--- src/rtl/hamming_serial_rx.sv ---
// hamming_serial_rx: UART-style deserialiser for Hamming(7,4) codewords.
// It receives a start bit, 7 data bits LSB first, an optional parity bit and a stop bit.
// It presents the codeword in parallel with a one-cycle m_valid strobe.
// It also raises one-cycle strobes for framing errors and, optionally, parity errors.
// Optional feature: define HAMMING_RX_PARITY_EN to expect an 8th bit carrying even
// parity over the data bits. Without that macro there is no PARITY state and
// parity_err is tied low.
module hamming_serial_rx #(
    parameter int CLKS_PER_BIT = 104
) (
    input  logic       clk,
    input  logic       rst,
    input  logic       rx,
    output logic [6:0] m_out,
    output logic       m_valid,
    output logic       frame_err,
    output logic       parity_err,
    output logic       busy
);

    localparam int BAUD_W = (CLKS_PER_BIT > 1) ? $clog2(CLKS_PER_BIT) : 1;
    localparam logic [BAUD_W-1:0] BAUD_LAST = BAUD_W'(CLKS_PER_BIT - 1);
    localparam logic [BAUD_W-1:0] HALF_LAST = BAUD_W'((CLKS_PER_BIT / 2) - 1);

`ifdef HAMMING_RX_PARITY_EN
    typedef enum logic [2:0] {
        ST_IDLE   = 3'd0,
        ST_START  = 3'd1,
        ST_DATA   = 3'd2,
        ST_PARITY = 3'd3,
        ST_STOP   = 3'd4
    } state_t;
`else
    typedef enum logic [2:0] {
        ST_IDLE   = 3'd0,
        ST_START  = 3'd1,
        ST_DATA   = 3'd2,
        ST_STOP   = 3'd4
    } state_t;
`endif

    // Even parity over the seven data bits: 1 when the count of ones is odd.
    function automatic logic even_parity(input logic [6:0] d);
        return ^d;
    endfunction

    state_t            state_q;
    logic              rx_meta_q;
    logic              rx_s_q;
    logic              rx_prev_q;
    logic [BAUD_W-1:0] baud_q;
    logic [2:0]        bitcnt_q;
    logic [6:0]        shift_q;
    logic [6:0]        m_out_q;
    logic              m_valid_q;
    logic              frame_err_q;
    logic              busy_q;
    logic              baud_last_s;
`ifdef HAMMING_RX_PARITY_EN
    logic              par_bit_q;
    logic              parity_err_q;
`endif

    assign baud_last_s = (baud_q == BAUD_LAST);

    assign m_out     = m_out_q;
    assign m_valid   = m_valid_q;
    assign frame_err = frame_err_q;
    assign busy      = busy_q;
`ifdef HAMMING_RX_PARITY_EN
    assign parity_err = parity_err_q;
`else
    assign parity_err = 1'b0;
`endif

    // Two-flop synchroniser for the asynchronous rx pin plus a delayed copy for edge detection.
    // All three flops reset to the idle-high line level.
    always_ff @(posedge clk or posedge rst) begin
        if (rst) begin
            rx_meta_q <= 1'b1;
            rx_s_q    <= 1'b1;
            rx_prev_q <= 1'b1;
        end else begin
            rx_meta_q <= rx;
            rx_s_q    <= rx_meta_q;
            rx_prev_q <= rx_s_q;
        end
    end

    // Receive FSM: it walks through the bit times, samples mid-bit and produces registered strobes.
    always_ff @(posedge clk or posedge rst) begin
        if (rst) begin
            state_q     <= ST_IDLE;
            baud_q      <= '0;
            bitcnt_q    <= 3'd0;
            shift_q     <= 7'd0;
            m_out_q     <= 7'd0;
            m_valid_q   <= 1'b0;
            frame_err_q <= 1'b0;
            busy_q      <= 1'b0;
`ifdef HAMMING_RX_PARITY_EN
            par_bit_q    <= 1'b0;
            parity_err_q <= 1'b0;
`endif
        end else begin
            // Strobes are high for one cycle only unless re-asserted below.
            m_valid_q   <= 1'b0;
            frame_err_q <= 1'b0;
`ifdef HAMMING_RX_PARITY_EN
            parity_err_q <= 1'b0;
`endif
            case (state_q)
                ST_IDLE: begin
                    baud_q   <= '0;
                    bitcnt_q <= 3'd0;
                    // Needs a genuine 1->0 transition, so a line held low after a frame error stays idle.
                    if (rx_prev_q && !rx_s_q) begin
                        state_q <= ST_START;
                        busy_q  <= 1'b1;
                    end else begin
                        busy_q  <= 1'b0;
                    end
                end
                ST_START: begin
                    if (baud_q == HALF_LAST) begin
                        baud_q <= '0;
                        if (!rx_s_q) begin
                            state_q <= ST_DATA;
                        end else begin
                            // Start bit did not survive to mid-bit: treat it as a glitch.
                            state_q <= ST_IDLE;
                            busy_q  <= 1'b0;
                        end
                    end else begin
                        baud_q <= baud_q + BAUD_W'(1);
                    end
                end
                ST_DATA: begin
                    if (baud_last_s) begin
                        baud_q <= '0;
                        // LSB arrives first, so after seven shifts it lands in bit 0.
                        shift_q <= {rx_s_q, shift_q[6:1]};
                        if (bitcnt_q == 3'd6) begin
                            bitcnt_q <= 3'd0;
`ifdef HAMMING_RX_PARITY_EN
                            state_q  <= ST_PARITY;
`else
                            state_q  <= ST_STOP;
`endif
                        end else begin
                            bitcnt_q <= bitcnt_q + 3'd1;
                        end
                    end else begin
                        baud_q <= baud_q + BAUD_W'(1);
                    end
                end
`ifdef HAMMING_RX_PARITY_EN
                ST_PARITY: begin
                    if (baud_last_s) begin
                        baud_q    <= '0;
                        par_bit_q <= rx_s_q;
                        state_q   <= ST_STOP;
                    end else begin
                        baud_q <= baud_q + BAUD_W'(1);
                    end
                end
`endif
                ST_STOP: begin
                    if (baud_last_s) begin
                        baud_q  <= '0;
                        state_q <= ST_IDLE;
                        busy_q  <= 1'b0;
                        if (rx_s_q) begin
                            m_out_q   <= shift_q;
                            m_valid_q <= 1'b1;
`ifdef HAMMING_RX_PARITY_EN
                            parity_err_q <= even_parity(shift_q) ^ par_bit_q;
`endif
                        end else begin
                            frame_err_q <= 1'b1;
                        end
                    end else begin
                        baud_q <= baud_q + BAUD_W'(1);
                    end
                end
                default: begin
                    state_q <= ST_IDLE;
                    baud_q  <= '0;
                    busy_q  <= 1'b0;
                end
            endcase
        end
    end

`ifndef HAMMING_RX_PARITY_EN
    // The parity helper is only referenced in the parity build.
    logic unused_par_s;
    assign unused_par_s = even_parity(7'd0);
`endif

endmodule

--- config.mk ---
export PLATFORM = sky130hd
export DESIGN_NAME = hamming_serial_rx
export DESIGN_NICKNAME = d
export VERILOG_FILES = /design/src/rtl/hamming_serial_rx.sv
export SDC_FILE = /design/constraint.sdc
export NUM_CORES = 1
export LEC_CHECK = 0
export BUFFER_PORTS_ARGS = -buffer_cell sky130_fd_sc_hd__buf_2
export CAP_MARGIN = 40
export CORE_UTILIZATION = 50
export CTS_CLUSTER_DIAMETER = 150
export DETAILED_ROUTE_END_ITERATION = 10
export PLACE_DENSITY = 0.74
export SETUP_SLACK_MARGIN = 0.5
export SKIP_CTS_REPAIR_TIMING = 1
export SLEW_MARGIN = 20
export SYNTH_ARGS = -nofsm -noshare
export SYNTH_HDL_FRONTEND = slang
export SYNTH_SLANG_ARGS = --single-unit
--- constraint.sdc ---
create_clock -name clk -period 2.2 [get_ports clk]
set_clock_uncertainty 0.05 [all_clocks]
set_input_delay 0.44 -clock clk [delete_from_list [all_inputs] [get_ports clk]]
set_output_delay 0.44 -clock clk [all_outputs]
set_load 0.05 [all_outputs]
* Yosys cells after proc, flatten, opt, wreduce, memory -nomap -nowiden
Index checks and enable logic that the tools add are counted.
** Cells by class
- $add $sub $neg :: 2
- Equality and inequality tests :: 12
- Mux-type cells :: 24
- Bitwise logic cells :: 1
- Reductions and logical operators :: 10
** Operators with widths (count)
- $mux W3 :: 7
- $mux W7 :: 2
- $pmux W7 S2 :: 1
- $ne A2 B2 Y1 const B :: 6
- $pmux W3 S4 :: 1
- $mux W1 :: 10
- $add A7 B1 Y7 const B :: 1
- $eq A7 B6 Y1 const B :: 1
- $eq A7 B7 Y1 const B :: 1
- $eq A3 B3 Y1 const B :: 2
- $pmux W3 S2 :: 1
- $reduce_and A5 Y1 :: 1
- $pmux W1 S4 :: 1
- $reduce_and A2 Y1 :: 2
- $reduce_and A4 Y1 :: 1
- $add A3 B1 Y3 const B :: 1
- $eq A3 B1 Y1 const B :: 1
- $eq A3 B2 Y1 const B :: 1
- $logic_not A3 Y1 :: 1
- $reduce_and A3 Y1 :: 1
- $mux W2 :: 1
- $reduce_bool A2 Y1 :: 1
- $reduce_or A2 Y1 :: 1
- $logic_and A1 B1 Y1 :: 1
- other kinds (2) :: 2
** Word-level totals
- Flip-flop bits (word level) :: 33
- Input bits :: 3
- Output and inout port bits :: 11
- Word-level logic and storage cells :: 60

* Logic depth before layout (Yosys ltp)
- Word-level depth :: 4
- Gate-level depth with buffers :: 7
- Gate-level depth less buffers :: 5

* Worst setup path before layout
Ideal clock, no wire load.
- Kind :: register -> register
- Start point :: register baud_q[0]
- End point :: register m_out_q[0] (netlist: m_out[0])
- Library setup time :: 0.125 ns
- Arrival time :: 1.943 ns
- Required time :: 2.025 ns
- Path slack :: 0.082 ns
- Stages on the path, launching flop included :: 8
- Path buffers :: 2
- Period minus slack after synthesis :: 2.118 ns
- Cells stage by stage :: dfrtp_1 ha_1 nand2_1 or2_1 buf_6 or4_4 buf_6 mux2_4
** Between the ends
- Longest elaborated chain between the ends :: 2
** Ends and longest elaborated chain
- start, declared :: RTL line 51 : logic [BAUD_W-1:0] baud_q;
- start signal, assigned :: RTL line 135 : baud_q <= baud_q + BAUD_W'(1);
- start signal, assigned :: RTL line 154 : baud_q <= baud_q + BAUD_W'(1);
- start signal, assigned :: RTL line 183 : baud_q <= baud_q + BAUD_W'(1);
- $eq A7 B7 Y1 :: RTL line 64 : assign baud_last_s = (baud_q == BAUD_LAST);
- $reduce_and A3 Y1 (no source line)
- end signal, assigned :: RTL line 174 : m_out_q <= shift_q;
- end, declared :: RTL line 54 : logic [6:0] m_out_q;
Every way passes these cells.
A chain may end at the register's enable or synchronous reset.

* Worst setup path after layout
- Start point :: register baud_q[4]
- End point :: register m_out_q[0] (netlist: m_out[0])
The elaborated chain is that of the path after synthesis.

==> flow_metrics.tcl <==
set metrics [dict create \
    outcome "complete, but fails checks" \
    violations "design-rule violations" \
    drt-initial-drc-count 41 \
    yosysMostFrequentCell "dfrtp_1" \
    crit_slowest_cell "or4_4" \
    synth_cells 140 \
    hpwlAfterDp_um 1728 \
    fin_ws_ns 0.1915 \
    totalWireLength_um 2590 \
    grt_pass1_wl_um 4312 \
    worstReg2RegStart "baud_q[4]" \
    slew_viol_final 0 \
    synth.avg_cell_area_sq_um 10.69 \
    netlist_area_sq_um 1496 \
    syn_nets 144 \
    track_usage_pct 18.39 \
    port_buffers 12 \
    power_mw 1.436 \
    multi_input_area_sq_um 653.1 \
    clockBufferDepth 2 \
    num-nets-final 165 \
    vias 1043 \
    period_needed_ns 2.008 \
    diodes 0 \
    firstDrtPassIters 7 \
    r2r_cells 4 \
    hold_path.class "in2async" \
    p_per_area_nw_per_um2 834.4 \
    synth_edf_count 0 \
    drive_above_1_share_pct 33.33 \
    crit_path_end_kind "register" \
    cp-start-kind "register" \
    postLayoutCoreUtil_pct 61.37 \
    drv_cap 0 \
    cpLargestDelayFamily "simple AND/OR/NAND/NOR gates" \
    ant_nets 0 \
    finalNonFillerCells 193 \
    initial_core_util_pct 53.35 \
    wl_per_cell_um 13.42 \
    rsz0062_at_grt "true" \
    fillCellCount 239 \
    cp_num_buf_inv 0 \
    cts-htree-levels 2 \
    slowest_delay_ns 0.58 \
    cts-root-buf "clkbuf_4" \
    seq_area_frac_synth_pct 55.43 \
    grt_busiest_layer "met2" \
    grt_use_met3_pct 7.834 \
    ys_ff_latch 33 \
    hold_viol_final 0 \
    dp.cells 180 \
    slew_headroom_pct 66.42 \
    tightest_slew_ns 0.5038 \
    clock_latency_ns 0.34 \
    ys_warn_count 0 \
    r2r_slack_ns 0.19 \
    max-vdd-ir-drop_mv 0.6161 \
    yosys-top-cells-count "dfrtp_1 (30), nand2_1 (24), nor2_1 (12)" \
    r2r-end "m_out[0]" \
    die_w_um 56.71 \
    route.detailed.drc 4 \
    leakage_nw 0.8292 \
    gp_congestion 0.8534 \
    clock.fmax_mhz 497.9 \
    layout.area.seq_sq_um 833.3 \
    crit_fanout 8 \
    critical_path_arrival_ns 2.19 \
    antenna_found_initial 0 \
    globalRouteMet1Util_pct 21.80 \
    critPathRequiredTime_ns 2.39 \
    ios 14 \
    syn2layout_area_growth_pct 15.05 \
    met2_usage_pct 28.40 \
    dp_slack_ns 0.2142 \
    netlist_top_cells_area "dfrtp_1 (50%), mux2_4 (7.0%), nand2_1 (6.0%), dfstp_2 (5.3%), nor2_1 (3.0%)" \
    netlist.area_leader.share_pct 50.17 \
    worstPathCellList "nand4bb_4 > or2_4 > or4_4 > mux2_4" \
    gr-total-overflow 0 \
    cts_buffers 5 \
    grt_pass1_vias 1006 \
    core_area_sq_um 2805 \
    cts_tree "yes" \
    grt_start_max_net_pins 34 \
    async_reset_ff_share_pct 100.0 \
    yosys.area.top_type "dfrtp_1" \
    path_class "reg2reg" \
    clkSlewWorstSetupHoldPaths_ns 0.10 \
    yosys_most_used_dff "dfrtp_1" \
    totalNegativeSetupSlack_ns 0 \
    finalSetupViolCount 0 \
    dieArea_sq_um 3215 \
    die_h_um 56.71 \
    ys_types 35 \
    avgViaCountPerCell 5.404 \
    period_share_pct 91.29 \
    num_rows 19 \
    cts.sink_count 33 \
]
report_power, final:
group	switching (mW)	internal [mW]	total [mW]	leakage, nW
logic	0.199	0.168	0.367	0.359
registers	0.0876	0.660	0.748	0.441
clock network	0.198	0.124	0.322	0.0293
total	0.484	0.952	1.44	0.829
through the flow:
stage                     cell area, sq um  hold slack, ns
after detailed placement              1603          0.2978
after global routing                  1722          0.1207
after floorplan                       1533          0.2952
final                                 1722          0.1080
after CTS                             1653          0.1134
after global placement                1603          0.2988
cell usage in the layout (no fill, tap or decap), types with 2 or more instances in the layout:
cell type  instances
dfrtp_1           27
nand2_1           23
nor2_1            12
buf_2             12
mux2_4             7
a21oi_1            7
buf_4              7
inv_1              6
clkbuf_4           5
nand3_1            4
nand2b_1           3
nor3_1             3
xnor2_1            3
o21ai_0            3
a31oi_1            3
dfrtp_2            3
dfstp_2            3
xor2_1             2
nor2b_1            2
clkbuf_1           2
cell type report:
type | count | share of cell area, %
clock buffer | 7 | 2.616
clock inverter | 1 | 0.2907
inverter | 6 | 1.308
multi-input combinational | 95 | 37.94
sequential | 33 | 48.40
tap | 31 | 2.253
timing repair buffer | 20 | 7.195
routing by layer:
layer  vias up  wire [um]
li1        515          -
met1       494       1154
met2        26       1234
met3         8        124
met4         0         76
met5         -          0
worst register-to-register path, cell delays in order (launching register included):
cell and delay [ns]:
dfrtp_2 0.45, nand4bb_4 0.24, or2_4 0.25, or4_4 0.58, mux2_4 0.33
registers in the layout, summed over array words and instances (netlist names):
register and flops:
shift_q 7, m_valid 1, state_q 3, rx_meta_q 1
busy 1, rx_prev_q 1, frame_err 1, bitcnt_q 3
baud_q 7, m_out 7, rx_s_q 1
how the worst max path moves through the flow:
stage / from / to / slack (ns) / depth (start not counted)
after floorplan: baud_q[3] / m_out[0] / 0.16 / 6
after global placement: baud_q[3] / m_out[5] / 0.26 / 4
after detailed placement: baud_q[3] / m_out[1] / 0.21 / 4
after CTS: baud_q[3] / m_out[1] / 0.21 / 4
after global routing: baud_q[4] / m_out[5] / 0.15 / 4
final: baud_q[4] / m_out[0] / 0.19 / 4
kinds of logic after synthesis:
kind of cell,Yosys count,synth area share (%)
AND/OR/NAND/NOR,59,19.90
flip-flops,33,55.44
AO/OA/AOI/OAI,21,8.612
buffers and inverters,12,4.264
multiplexers,8,7.776
XOR/XNOR,5,2.927
adder cells (fa/ha/maj),1,0.8360
other,1,0.2506
No activity file was read; power rests on OpenSTA's default activity.
